[src/rtl/uart_host_bridge_if.sv]
// FIFO-side handshake between the UART bridge and the command/memory top block.
// master = bridge side, slave = FIFO side.
interface uart_host_bridge_if;
    logic       o_data_valid;
    logic [7:0] o_data;
    logic       i_input_full;
    logic [7:0] i_data;
    logic       i_output_empty;
    logic       o_data_read;

    modport master (
        output o_data_valid, o_data, o_data_read,
        input  i_input_full, i_data, i_output_empty
    );

    modport slave (
        input  o_data_valid, o_data, o_data_read,
        output i_input_full, i_data, i_output_empty
    );
endinterface

[src/rtl/uart_host_bridge.sv]
// 8N1 UART bridge: RX pushes bytes into the input FIFO, TX drains the output FIFO.
// Both FSMs use IDLE/START/DATA/STOP:
//   state | RX meaning                          | TX meaning
//   IDLE  | wait for synchronised 1->0 edge     | pop when FIFO non-empty
//   START | confirm start bit at mid-bit        | drive start bit (0)
//   DATA  | sample 8 bits LSB first             | drive 8 bits LSB first
//   STOP  | check stop bit / wait out a break   | drive stop bit (1)
module uart_host_bridge #(
    parameter int CLKS_PER_BIT = 16,
    parameter int CNT_BITS     = 8
) (
    input  logic                i_clk,
    input  logic                i_rst_n,
    input  logic                i_uart_rx,
    output logic                o_uart_tx,
    output logic                o_tx_busy,
    output logic [CNT_BITS-1:0] o_frame_err_count,
    output logic [CNT_BITS-1:0] o_overrun_count,
    uart_host_bridge_if.master  fifo
);
    localparam int CNT_W = $clog2(CLKS_PER_BIT);
    localparam logic [CNT_W-1:0] LAST = CNT_W'(CLKS_PER_BIT - 1);
    localparam logic [CNT_W-1:0] HALF = CNT_W'(CLKS_PER_BIT / 2 - 1);

    typedef enum logic [1:0] {RX_IDLE, RX_START, RX_DATA, RX_STOP} rx_state_t;
    typedef enum logic [1:0] {TX_IDLE, TX_START, TX_DATA, TX_STOP} tx_state_t;

    rx_state_t        rx_state_q, rx_state_d;
    logic             rx_s1_q, rx_s2_q, rx_prev_q;
    logic [CNT_W-1:0] rx_cnt_q, rx_cnt_d;
    logic [2:0]       rx_bit_q;
    logic [7:0]       rx_sr_q;
    logic             rx_brk_q, rx_brk_d;
    logic             rx_shift, rx_push, rx_ovr, rx_ferr;

    tx_state_t        tx_state_q, tx_state_d;
    logic [CNT_W-1:0] tx_cnt_q, tx_cnt_d;
    logic [2:0]       tx_bit_q;
    logic [9:0]       tx_sr_q;
    logic             tx_load, tx_shift;

    always_ff @(posedge i_clk or negedge i_rst_n) begin
        if (!i_rst_n) begin
            rx_state_q <= RX_IDLE;
            tx_state_q <= TX_IDLE;
        end else begin
            rx_state_q <= rx_state_d;
            tx_state_q <= tx_state_d;
        end
    end

    always_comb begin
        rx_state_d = rx_state_q;
        rx_cnt_d   = (rx_cnt_q == LAST) ? '0 : rx_cnt_q + 1'b1;
        rx_brk_d   = rx_brk_q;
        rx_shift   = 1'b0;
        rx_push    = 1'b0;
        rx_ovr     = 1'b0;
        rx_ferr    = 1'b0;
        case (rx_state_q)
            RX_IDLE: begin
                rx_cnt_d = '0;
                if (rx_prev_q && !rx_s2_q) rx_state_d = RX_START;
            end
            RX_START: begin
                if (rx_cnt_q == HALF) begin
                    if (!rx_s2_q) begin
                        rx_state_d = RX_DATA;
                        rx_cnt_d   = '0;
                    end else begin
                        rx_state_d = RX_IDLE;
                    end
                end
            end
            RX_DATA: begin
                if (rx_cnt_q == LAST) begin
                    rx_shift = 1'b1;
                    if (rx_bit_q == 3'd7) rx_state_d = RX_STOP;
                end
            end
            RX_STOP: begin
                // A held break is counted once, then we wait for the line to recover.
                if (rx_brk_q) begin
                    if (rx_s2_q) begin
                        rx_state_d = RX_IDLE;
                        rx_brk_d   = 1'b0;
                    end
                end else if (rx_cnt_q == LAST) begin
                    if (rx_s2_q) begin
                        rx_state_d = RX_IDLE;
                        rx_ovr     = fifo.i_input_full;
                        rx_push    = !fifo.i_input_full;
                    end else begin
                        rx_ferr  = 1'b1;
                        rx_brk_d = 1'b1;
                    end
                end
            end
            default: rx_state_d = RX_IDLE;
        endcase
    end

    always_ff @(posedge i_clk or negedge i_rst_n) begin
        if (!i_rst_n) begin
            rx_s1_q           <= 1'b1;
            rx_s2_q           <= 1'b1;
            rx_prev_q         <= 1'b1;
            rx_cnt_q          <= '0;
            rx_bit_q          <= '0;
            rx_sr_q           <= '0;
            rx_brk_q          <= 1'b0;
            fifo.o_data_valid <= 1'b0;
            fifo.o_data       <= '0;
            o_frame_err_count <= '0;
            o_overrun_count   <= '0;
        end else begin
            rx_s1_q           <= i_uart_rx;
            rx_s2_q           <= rx_s1_q;
            rx_prev_q         <= rx_s2_q;
            rx_cnt_q          <= rx_cnt_d;
            rx_brk_q          <= rx_brk_d;
            fifo.o_data_valid <= rx_push;
            if (rx_state_q == RX_IDLE) rx_bit_q <= '0;
            else if (rx_shift)         rx_bit_q <= rx_bit_q + 1'b1;
            if (rx_shift) rx_sr_q <= {rx_s2_q, rx_sr_q[7:1]};
            if (rx_push)  fifo.o_data <= rx_sr_q;
            if (rx_ferr && !(&o_frame_err_count)) o_frame_err_count <= o_frame_err_count + 1'b1;
            if (rx_ovr && !(&o_overrun_count))    o_overrun_count   <= o_overrun_count + 1'b1;
        end
    end

    always_comb begin
        tx_state_d       = tx_state_q;
        tx_cnt_d         = (tx_cnt_q == LAST) ? '0 : tx_cnt_q + 1'b1;
        tx_load          = 1'b0;
        tx_shift         = 1'b0;
        fifo.o_data_read = 1'b0;
        case (tx_state_q)
            TX_IDLE: begin
                tx_cnt_d = '0;
                if (!fifo.i_output_empty) begin
                    fifo.o_data_read = 1'b1;
                    tx_load          = 1'b1;
                    tx_state_d       = TX_START;
                end
            end
            TX_START: begin
                if (tx_cnt_q == LAST) begin
                    tx_shift   = 1'b1;
                    tx_state_d = TX_DATA;
                end
            end
            TX_DATA: begin
                if (tx_cnt_q == LAST) begin
                    tx_shift = 1'b1;
                    if (tx_bit_q == 3'd7) tx_state_d = TX_STOP;
                end
            end
            TX_STOP: begin
                if (tx_cnt_q == LAST) begin
                    tx_shift   = 1'b1;
                    tx_state_d = TX_IDLE;
                end
            end
            default: tx_state_d = TX_IDLE;
        endcase
    end

    // Whole frame lives in tx_sr_q; its LSB is the line, so the output is glitch-free.
    always_ff @(posedge i_clk or negedge i_rst_n) begin
        if (!i_rst_n) begin
            tx_cnt_q <= '0;
            tx_bit_q <= '0;
            tx_sr_q  <= '1;
        end else begin
            tx_cnt_q <= tx_cnt_d;
            if (tx_state_q == TX_IDLE)             tx_bit_q <= '0;
            else if (tx_shift && tx_state_q == TX_DATA) tx_bit_q <= tx_bit_q + 1'b1;
            if (tx_load)       tx_sr_q <= {1'b1, fifo.i_data, 1'b0};
            else if (tx_shift) tx_sr_q <= {1'b1, tx_sr_q[9:1]};
        end
    end

    assign o_uart_tx = tx_sr_q[0];
    assign o_tx_busy = (tx_state_q != TX_IDLE);
endmodule

[src/flat_wrapper.sv]
// flat-port wrapper written by rule: the top's interface ports become plain ports
module uart_host_bridge_flat 
#(
    parameter int CLKS_PER_BIT = 16,
    parameter int CNT_BITS     = 8
)
  (i_clk, i_rst_n, i_uart_rx, o_uart_tx, o_tx_busy, o_frame_err_count, o_overrun_count, fifo_o_data_valid, fifo_o_data, fifo_o_data_read, fifo_i_input_full, fifo_i_data, fifo_i_output_empty);
  uart_host_bridge_if fifo_i ();
  input  logic i_clk;
  input  logic i_rst_n;
  input  logic i_uart_rx;
  output logic o_uart_tx;
  output logic o_tx_busy;
  output logic [CNT_BITS-1:0] o_frame_err_count;
  output logic [CNT_BITS-1:0] o_overrun_count;
  output wire logic [$bits(fifo_i.o_data_valid)-1:0] fifo_o_data_valid;
  output wire logic [$bits(fifo_i.o_data)-1:0] fifo_o_data;
  output wire logic [$bits(fifo_i.o_data_read)-1:0] fifo_o_data_read;
  input wire logic [$bits(fifo_i.i_input_full)-1:0] fifo_i_input_full;
  input wire logic [$bits(fifo_i.i_data)-1:0] fifo_i_data;
  input wire logic [$bits(fifo_i.i_output_empty)-1:0] fifo_i_output_empty;
  assign fifo_o_data_valid = fifo_i.o_data_valid;
  assign fifo_o_data = fifo_i.o_data;
  assign fifo_o_data_read = fifo_i.o_data_read;
  assign fifo_i.i_input_full = fifo_i_input_full;
  assign fifo_i.i_data = fifo_i_data;
  assign fifo_i.i_output_empty = fifo_i_output_empty;
  uart_host_bridge #(.CLKS_PER_BIT(CLKS_PER_BIT), .CNT_BITS(CNT_BITS)) u_core (.i_clk(i_clk), .i_rst_n(i_rst_n), .i_uart_rx(i_uart_rx), .o_uart_tx(o_uart_tx), .o_tx_busy(o_tx_busy), .o_frame_err_count(o_frame_err_count), .o_overrun_count(o_overrun_count), .fifo(fifo_i));
endmodule
[config.mk]
export PLATFORM = sky130hd
export DESIGN_NAME = uart_host_bridge_flat
export DESIGN_NICKNAME = d
export VERILOG_FILES = /design/src/rtl/uart_host_bridge_if.sv /design/src/rtl/uart_host_bridge.sv /design/src/flat_wrapper.sv
export SDC_FILE = /design/constraint.sdc
export NUM_CORES = 1
export LEC_CHECK = 0
export CORE_ASPECT_RATIO = 0.8
export CORE_MARGIN = 2
export CORE_UTILIZATION = 30
export DETAILED_ROUTE_END_ITERATION = 7
export GPL_TIMING_DRIVEN = 1
export PLACE_DENSITY = 0.58
export SYNTH_ARGS = -nofsm -noshare
export SYNTH_HDL_FRONTEND = slang
export SYNTH_SLANG_ARGS = --single-unit
[constraint.sdc]
create_clock -name i_clk -period 3.45 [get_ports i_clk]
set_clock_uncertainty 0.05 [all_clocks]
set_input_delay 0.69 -clock i_clk [delete_from_list [all_inputs] [get_ports i_clk]]
set_output_delay 0.69 -clock i_clk [all_outputs]
set_load 0.02 [all_outputs]
==> metrics.md, run 1 <==
| Metric | Value |
|---|---|
| Status | finished clean |
| Nets@finish | 337 |
| Vias in the first global route | 2097 |
| Top cell family by delay on the critical path | buffers and inverters |
| Initial core utilization | 30.5% |
| Crit path DAT | 1.88 ns |
| Drt pass-1 iters | 4 |
| FMAX | 381 MHz |
| Row count | 33 |
| Final hold vios | 0 |
| Reg2reg end | u_core.o_overrun_count[1] |
| Fin. max-slew vios | 0 |
| Worst Setup End Kind | output pin |
| DRC marker count from the first detailed-route iteration | 81 |
| Synth area leader | dfrtp_1 |
| Per-cell routed wire length | 12.4 um |
| Fin cells | 457 |
| Worst Hold Class | reg -> reg |
| Footprint of the multi-input gates | 1370 um^2 |
| Inst Count DP | 441 |
| Period utilization | 76.0% |
| GPL Wtd Cong | 0.755 |
| Switching power | 514 uW |
| Vias per cell | 4.51 |
| Synth Instances | 270 |
| Die area | 11100 um^2 |
| CP Class | reg -> out |
| Post-Syn Nets | 295 |
| RSZ-0062 raised after global routing | false |
| Cell mode on critical path | inv_1 |
| Worst-Margin Slew | 1.01 ns |
| Net Sw Frac | 23.4% |
| Final setup fails | 0 |
| Commonest non-fill, non-tap cell in the layout | dfrtp_1 |
| Post-CTS setup buffers | 0 |
| Mean Syn Cell Area | 11.4 um^2 |
| CP Capture Point | o_tx_busy |
| EDFF count, synth | 0 |
| Worst-path maximum fanout | 11 |
| Area grow syn2layout | 28.5% |
| Antenna Cells | 0 |
| # IOs | 41 |
| Asr flop ratio synth | 100% |
| GRT overflow | 0 |
| Buffers and inverters on the worst path | 3 |
| Setup TNS | 0 ns |
| Die H | 94.7 um |
| Worst Setup Start Kind | flop |
| Leak | 1.84 nW |
| GRT Overall Usage | 11.1% |
| Crit-path slowest cell | clkdlybuf4s50_1 |
| Clock transition at path regs | 0.05 ns |
| Cell Int Power | 1.68 mW |
| Critical Path Start | u_core.tx_state_q[0] |
| Initial antenna violation count | 0 |
| FF-to-FF Start | u_core.rx_state_q[0] |
| CTS sink count | 64 |
| Inserted Clock Buffers | 9 |
| Synth top area share | 42.1% |
| Share of layout cells above drive strength 1 | 20.5% |
| Clock network fraction of total power | 48.0% |
| Die W | 117 um |
| Peak VDD IR | 0.308 mV |
| Hold slack | 0.307 ns |
| Pwr per Cell Area | 553 nW/um^2 |
| Final ANT Viol Nets | 0 |
| First-pass GRT wire length | 9920 um |
| PostCTS Resize Cnt | 0 |
| H-tree levels | 3 |
| Sequential fraction of the synthesis area | 52.4% |
| Hold buffers post-CTS | 0 |
| Top post-synthesis cells by area | dfrtp_1 (42%), dfstp_2 (10%), mux2_2 (6.9%) |
| Worst-Skew Late Latency | 0.32 ns |
| Largest net degree at the start of global routing | 47 |
| Fillcell total | 987 |
| Synth cell types | 43 |
| Clock Path Buffers | 2 |
| Final min period | 2.62 ns |
| Root Driver | clkbuf_16 |
| Flop pwr share | 40.8% |
| Synth warnings | 0 |
| Total Wirelength | 5670 um |
| Worst R2R Path Depth | 4 |
| Ys flop type | dfrtp_1 |
| Max_slew headroom | 32.9% |
| Worst-path cell chain | inv_1, ha_1, inv_1, clkdlybuf4s50_1 |
| Storage cell area | 1620 um^2 |
| CORE AREA | 10100 um^2 |
| Comb pwr share | 11.2% |
| Reg2Reg Setup Slack | 1.32 ns |
| Seq cells post-synth | 64 |
| Synth Cell Area | 3090 um^2 |
| Maxcap violations | 0 |
| CP peak stage delay | 0.66 ns |
| Port buffer count | 40 |
| Via count | 2061 |
| CP Depth | 4 |
| CTS tree | built |
| Drt drc | 0 |
| Hpwl dp | 3880 um |
| Worst EP required | 2.71 ns |
| Most frequent cells in the layout | dfrtp_1 (52), clkdlybuf4s50_1 (39), nand2_1 (25), mux2_2 (19), a21oi_1 (16) |
==> power groups by stage <==
stage / clock [mW] / sequential [mW] / combinational [mW]
final: 1.05 / 0.896 / 0.245
after global routing: 1.12 / 0.908 / 0.276
after CTS: 1.08 / 0.896 / 0.249
after detailed placement: 0 / 0.908 / 0.246
after global placement: 0 / 0.905 / 0.244
after floorplan: 0 / 0.878 / 0.210
==> metrics by stage <==
| stage | setup WS (ns) | total power [mW] | area [um^2] | util, % |
|---|---|---|---|---|
| CTS | 0.811 | 2.23 | 3970 | 39.2 |
| global route | 0.713 | 2.30 | 3970 | 39.2 |
| floorplan | 1.20 | 1.09 | 3090 | - |
| detailed placement | 0.907 | 1.15 | 3610 | 35.7 |
| global placement | 0.908 | 1.15 | 3610 | 35.7 |
| finish | 0.827 | 2.20 | 3970 | 39.2 |
==> cell usage after synthesis, types with 2 or more instances <==
| cell | instances |
|---|---|
| inv_1 | 6 |
| dfrtp_1 | 52 |
| nor4_2 | 3 |
| xnor2_1 | 3 |
| nor2_2 | 2 |
| clkbuf_1 | 5 |
| a21oi_1 | 16 |
| and3_1 | 9 |
| o21ai_0 | 7 |
| nor2b_1 | 3 |
| a2bb2oi_1 | 2 |
| dfstp_2 | 12 |
| ha_1 | 12 |
| buf_2 | 2 |
| nor3_1 | 7 |
| nand4_1 | 2 |
| nand2_1 | 25 |
| a22o_1 | 5 |
| xor2_1 | 14 |
| mux2i_1 | 9 |
| o21a_1 | 3 |
| nand3_1 | 15 |
| mux2_2 | 19 |
| nor2_1 | 12 |
| a31oi_1 | 3 |
| buf_4 | 4 |
| nand4b_1 | 2 |
==> cells by family after synthesis <==
family	after synthesis	share of synthesized area [%]
xor gates and xnor gates	17	4.82
AOI/OAI and AO/OA	40	8.31
adders and majority gates	12	4.86
buffers and inverters	20	3.24
and+or+nand+nor	88	16.2
DFF	64	52.4
muxes	29	10.2
==> final cells by class <==
cell class                      count  share of cell area, %
Sequential cell                    64                   40.7
Inverter                            7                  0.662
Multi-Input combinational cell    186                   34.6
Clock buffer                       10                   6.02
Tap cell                          140                   4.42
Clock inverter                      6                   2.87
Timing Repair Buffer               44                   10.7
==> per-layer routing <==
metal / vias up / track usage [%] / wire, um
met3: 10 / 2.84 / 180
li1: 1033 / - / -
met4: 0 / 5.22 / 106
met5: - / 0 / 0
met1: 984 / 15.3 / 3070
met2: 34 / 16.4 / 2310
==> worst min path at each step <==
stage	start	end	slack, ns	cells after the start
finish	u_core.rx_s1_q	u_core.rx_s2_q	0.31	0
global route	u_core.rx_s1_q	u_core.rx_s2_q	0.31	0
CTS	u_core.rx_s1_q	u_core.rx_s2_q	0.31	0
detailed placement	u_core.rx_s1_q	u_core.rx_s2_q	0.30	0
global placement	u_core.rx_s1_q	u_core.rx_s2_q	0.30	0
floorplan	u_core.rx_s1_q	u_core.rx_s2_q	0.30	0
==> registers in the layout, summed over array words and instances, names as in the netlist, 4 cells and up, named ones only <==
signal / flops
u_core.fifo.o_data: 8
u_core.o_frame_err_count: 8
u_core.o_overrun_count: 8
u_core.rx_cnt_q: 4
u_core.rx_sr_q: 8
u_core.tx_cnt_q: 4
u_core.tx_sr_q: 9
==> worst register-to-register path, cell delays in order, from the launching register on <==
cell,delay (ns)
dfrtp_1,0.70
nand4b_2,0.23
or3_1,0.51
nor2_2,0.19
mux2_1,0.34
Power figures use the tool's default switching activity.
==> inputs of run 2 (changes only) <==
==> constraint.sdc (replaced) <==
create_clock -name i_clk -period 2.6 [get_ports i_clk]
set_clock_uncertainty 0.05 [all_clocks]
set_input_delay 0.52 -clock i_clk [delete_from_list [all_inputs] [get_ports i_clk]]
set_output_delay 0.52 -clock i_clk [all_outputs]
set_load 0.02 [all_outputs]
==> metrics.md, run 2 (same netlist as run 1, synthesis figures left out) <==
| Metric | Value |
|---|---|
| Final hold vios | 0 |
| Hold slack | 0.259 ns |
| Cell mode on critical path | inv_1 |
| Footprint of the multi-input gates | 1370 um^2 |
| Antenna Cells | 0 |
| Met2 WL | 2390 um |
| CORE AREA | 10100 um^2 |
| Drt drc | 0 |
| Met3 WL post-DR | 199 um |
| CTS tree | built |
| Maxcap violations | 0 |
| Die H | 94.7 um |
| Worst-Skew Late Latency | 0.33 ns |
| Peak VDD IR | 0.260 mV |
| Period utilization | 95.0% |
| Clock transition at path regs | 0.05 ns |
| Largest net degree at the start of global routing | 38 |
| Comb pwr share | 11.9% |
| H-tree levels | 3 |
| First-pass GRT wire length | 9870 um |
| Final min period | 2.47 ns |
| Place WS | 0.272 ns |
| Worst Hold Class | in -> async |
| Switching power | 695 uW |
| Leak | 1.86 nW |
| Hpwl dp | 3900 um |
| Worst-Margin Slew | 0.869 ns |
| Worst EP required | 2.03 ns |
| Area grow syn2layout | 28.7% |
| Initial core utilization | 30.5% |
| # IOs | 41 |
| Most frequent cells in the layout | dfrtp_1 (52), clkdlybuf4s50_1 (38), nand2_1 (25), mux2_2 (19), a21oi_1 (16) |
| Die area | 11100 um^2 |
| Via count | 2110 |
| Net Sw Frac | 24.8% |
| Root Driver | clkbuf_16 |
| Vias in the first global route | 2091 |
| Worst Setup End Kind | output pin |
| Row count | 33 |
| Per-cell routed wire length | 12.6 um |
| RSZ-0062 raised after global routing | false |
| Fillcell total | 985 |
| GPL Wtd Cong | 0.736 |
| GRT overflow | 0 |
| Reg2Reg Setup Slack | 0.52 ns |
| Nets@finish | 340 |
| Crit path DAT | 1.90 ns |
| Worst Setup Start Kind | flop |
| Most flops, register | u_core.tx_sr_q |
| Die W | 117 um |
| Initial antenna violation count | 0 |
| Pwr per Cell Area | 705 nW/um^2 |
| Status | finished clean |
| Commonest non-fill, non-tap cell in the layout | dfrtp_1 |
| CP Class | reg -> out |
| Port buffer count | 40 |
| CP peak stage delay | 0.66 ns |
| Final WS setup | 0.130 ns |
| Drt pass-1 iters | 4 |
| GRT Overall Usage | 11.2% |
| Cell Int Power | 2.11 mW |
| Fin. max-slew vios | 0 |
| Setup TNS | 0 ns |
| Worst-path cell chain | inv_1, ha_1, inv_1, clkdlybuf4s50_1 |
| Vias per cell | 4.59 |
| FMAX | 405 MHz |
| Storage cell area | 1620 um^2 |
| Share of layout cells above drive strength 1 | 21.3% |
| Crit-path slowest cell | clkdlybuf4s50_1 |
| Final ANT Viol Nets | 0 |
| Max_slew headroom | 42.1% |
| DRC marker count from the first detailed-route iteration | 84 |
| Clock Path Buffers | 2 |
| Top cell family by delay on the critical path | buffers and inverters |
| Number of flip-flops in the largest register | 9 |
| Buffers and inverters on the worst path | 3 |
| Worst-path maximum fanout | 11 |
| Final Util | 39.3% |
| Clock network fraction of total power | 45.6% |
| Total Wirelength | 5800 um |
| Flop pwr share | 42.5% |
| DRT met1 WL | 3030 um |
| Highest Signal Layer | met4 |
| CTS sink count | 64 |
| Inserted Clock Buffers | 9 |
| Final setup fails | 0 |
-- run 2: changes by cell type in the layout (fill, tap and decap cells not counted) --
cell	previous run	this run
buf_12	0	1
buf_4	4	6
bufinv_16	3	2
clkbuf_8	1	0
clkdlybuf4s50_1	39	38
clkinv_2	0	1
clkinv_4	0	1
clkinvlp_4	2	3
dlymetal6s2s_1	0	1
inv_6	1	0
-- run 2: worst paths after layout --
path                                 startpoint                         to  depth (start not counted)
max                        u_core.tx_state_q[0]                  o_tx_busy                          4
min reg2reg                      u_core.rx_s1_q             u_core.rx_s2_q                          0
min in group i_clk               u_core.rx_s1_q             u_core.rx_s2_q                          0
min                                     i_rst_n       u_core.tx_state_q[1]                          1
max reg2reg                  u_core.rx_cnt_q[0]  u_core.o_overrun_count[1]                          5
max in group asynchronous               i_rst_n  u_core.o_overrun_count[6]                          2
-- run 2: routing by layer --
layer | vias to the layer above | track usage [%]
met1 | 1016 | 15.0
met4 | 0 | 5.92
met2 | 38 | 16.1
met5 | - | 0
li1 | 1041 | -
met3 | 15 | 3.68
-- run 2: power by group through the flow --
stage | Sequential [mW] | Combinational (mW) | Clock [mW]
floorplan | 1.17 | 0.278 | 0
global placement | 1.20 | 0.326 | 0
detailed placement | 1.21 | 0.338 | 0
CTS | 1.19 | 0.341 | 1.31
global route | 1.21 | 0.370 | 1.36
finish | 1.19 | 0.333 | 1.28
-- run 2: through the flow --
step | cell area (um^2) | cells | power [mW]
floorplan | 3090 | 270 | 1.44
global placement | 3650 | 444 | 1.53
detailed placement | 3650 | 444 | 1.54
CTS | 3970 | 460 | 2.85
global route | 3970 | 460 | 2.94
finish | 3970 | 460 | 2.80
-- run 2: what timing repair did --
action                                  CTS  global route
gates resized for setup                   0             1
hold buffers                              0             0
endpoints found under the setup margin    0             1
setup buffers                             0             0
-- run 2: cell type report --
class	instances	area share (%)
well taps	140	4.41
clock buffers	9	5.67
inverters	7	0.661
multi-input cells	186	34.5
repair buffers	47	11.6
clock inverters	7	2.42
flip-flops and latches	64	40.7
==> inputs of run 3 (changes only) <==
--- a/config.mk
+++ b/config.mk
@@ -7,10 +7,10 @@
 export LEC_CHECK = 0
 export CORE_ASPECT_RATIO = 0.8
 export CORE_MARGIN = 2
-export CORE_UTILIZATION = 30
+export CORE_UTILIZATION = 55
 export DETAILED_ROUTE_END_ITERATION = 7
 export GPL_TIMING_DRIVEN = 1
-export PLACE_DENSITY = 0.58
+export PLACE_DENSITY = 0.89
 export SYNTH_ARGS = -nofsm -noshare
 export SYNTH_HDL_FRONTEND = slang
 export SYNTH_SLANG_ARGS = --single-unit
==> metrics.md, run 3 (same netlist as run 1, synthesis figures left out) <==
| Metric | Value |
|---|---|
| Final hold vios | 0 |
| CTS sink count | 64 |
| Worst Hold Class | in -> async |
| Max_slew headroom | 68.0% |
| Vias per cell | 5.55 |
| Crit-path slowest cell | clkdlybuf4s50_1 |
| Leak | 1.81 nW |
| Port buffer count | 40 |
| Peak VDD IR | 0.718 mV |
| Period utilization | 96.4% |
| Die area | 6230 um^2 |
| Top cell family by delay on the critical path | buffers and inverters |
| Antenna Cells | 0 |
| Worst Setup End Kind | output pin |
| Cell mode on critical path | inv_1 |
| PostCTS Resize Cnt | 0 |
| Initial antenna violation count | 0 |
| Final setup fails | 0 |
| Die H | 71.0 um |
| Total Wirelength | 5970 um |
| Largest net degree at the start of global routing | 65 |
| Setup TNS | 0 ns |
| Final ANT Viol Nets | 0 |
| Footprint of the multi-input gates | 1370 um^2 |
| Nets@finish | 339 |
| Root Driver | clkbuf_8 |
| Final min period | 2.51 ns |
| Worst-Margin Slew | 0.479 ns |
| Row count | 24 |
| GPL Wtd Cong | 0.812 |
| Initial core utilization | 56.8% |
| Fillcell total | 375 |
| GRT Overall Usage | 21.5% |
| Clock Path Buffers | 2 |
| Clock transition at path regs | 0.07 ns |
| # IOs | 41 |
| Pwr per Cell Area | 677 nW/um^2 |
| Post-DP Area | 3560 um^2 |
| Drt pass-1 iters | 4 |
| Worst-path cell chain | inv_1, ha_1, inv_1, nor2_1, clkdlybuf4s50_1 |
| Inserted Clock Buffers | 9 |
| GRT overflow | 0 |
| Storage cell area | 1620 um^2 |
| Hpwl dp | 3910 um |
| Per-cell routed wire length | 15.0 um |
| Status | finished clean |
| Area grow syn2layout | 23.7% |
| Final WS setup | 0.0945 ns |
| Via count | 2205 |
| RSZ-0062 raised after global routing | false |
| CP Class | reg -> out |
| Vias in the first global route | 2231 |
| Place WS | 0.257 ns |
| Worst-path maximum fanout | 11 |
| Buffers and inverters on the worst path | 3 |
| CTS tree | built |
| FMAX | 399 MHz |
| Share of layout cells above drive strength 1 | 21.0% |
| Most frequent cells in the layout | dfrtp_1 (52), clkdlybuf4s50_1 (39), nand2_1 (25), mux2_2 (19), a21oi_1 (16) |
| Drt drc | 0 |
| Post-CTS setup buffers | 0 |
| Worst EP required | 2.03 ns |
| Total power | 2.58 mW |
| Crit path DAT | 1.94 ns |
| Hold buffers post-CTS | 0 |
| Worst Setup Start Kind | flop |
| Die W | 87.8 um |
| Most flops, register | u_core.tx_sr_q |
| CORE AREA | 5440 um^2 |
| Number of flip-flops in the largest register | 9 |
| H-tree levels | 3 |
| Fin. max-slew vios | 0 |
| First-pass GRT wire length | 10200 um |
| DRC marker count from the first detailed-route iteration | 130 |
| Commonest non-fill, non-tap cell in the layout | dfrtp_1 |
| CP peak stage delay | 0.63 ns |
| Worst-Skew Late Latency | 0.35 ns |
| Maxcap violations | 0 |
| Post-route cell area | 3820 um^2 |
run 3: cell count changes in the layout (fill, tap and decap cells not counted):
cell	delta
clkinv_2	-1
clkbuf_8	+10
clkdlybuf4s50_1	+1
dlymetal6s2s_1	-1
clkbuf_16	-9
clkinvlp_4	-3
bufinv_16	+1
clkinv_4	+2
buf_4	-1
run 3: final cells by class:
class / instances / area share [%]
sequential: 64 / 42.3
inverter: 7 / 0.688
tap: 78 / 2.56
multi-input combinational: 186 / 35.9
clock buffer: 10 / 3.60
clock inverter: 6 / 3.05
timing repair buffer: 46 / 11.9
run 3: metal layers:
| metal | GRT usage, % | vias to the layer above | routed length, um |
|---|---|---|---|
| met1 | 26.7 | 1088 | 2620 |
| li1 | - | 1043 | - |
| met5 | 0 | - | 0 |
| met4 | 8.55 | 0 | 182 |
| met3 | 8.40 | 19 | 260 |
| met2 | 33.8 | 55 | 2910 |
run 3: metrics by stage:
stage	hold WS [ns]	instances	utilization, %
floorplan	0.174	270	-
global placement	0.297	381	65.6
detailed placement	0.301	381	65.6
CTS	0.129	397	70.3
global route	0.139	397	70.3
finish	0.111	397	70.3
run 3: power breakdown:
part,switching (mW),internal (mW),leakage (nW)
Combinational,0.155,0.181,0.880
Clock,0.396,0.667,0.127
Sequential,0.0982,1.09,0.806
run 3: path summary, 6_finish.rpt:
path	startpoint	endpoint	slack (ns)	cells past startpoint
setup / recovery	u_core.tx_state_q[0]	fifo_o_data_read	0.09	5
hold / removal	i_rst_n	u_core.o_frame_err_count[1]	0.11	2
setup reg to reg	u_core.rx_cnt_q[0]	u_core.o_overrun_count[1]	0.54	5
hold reg to reg	u_core.rx_s1_q	u_core.rx_s2_q	0.31	0
max in group asynchronous	i_rst_n	u_core.rx_s1_q	2.07	2
min in group i_clk	u_core.rx_s1_q	u_core.rx_s2_q	0.31	0
run 3: worst reg2reg max path: cells and delay by family (launching register included):
family | cells | cell delay (ns)
muxes | 1 | 0.33
DFF | 1 | 0.36
and+or+nand+nor | 3 | 0.87
adders and majority gates | 1 | 0.34
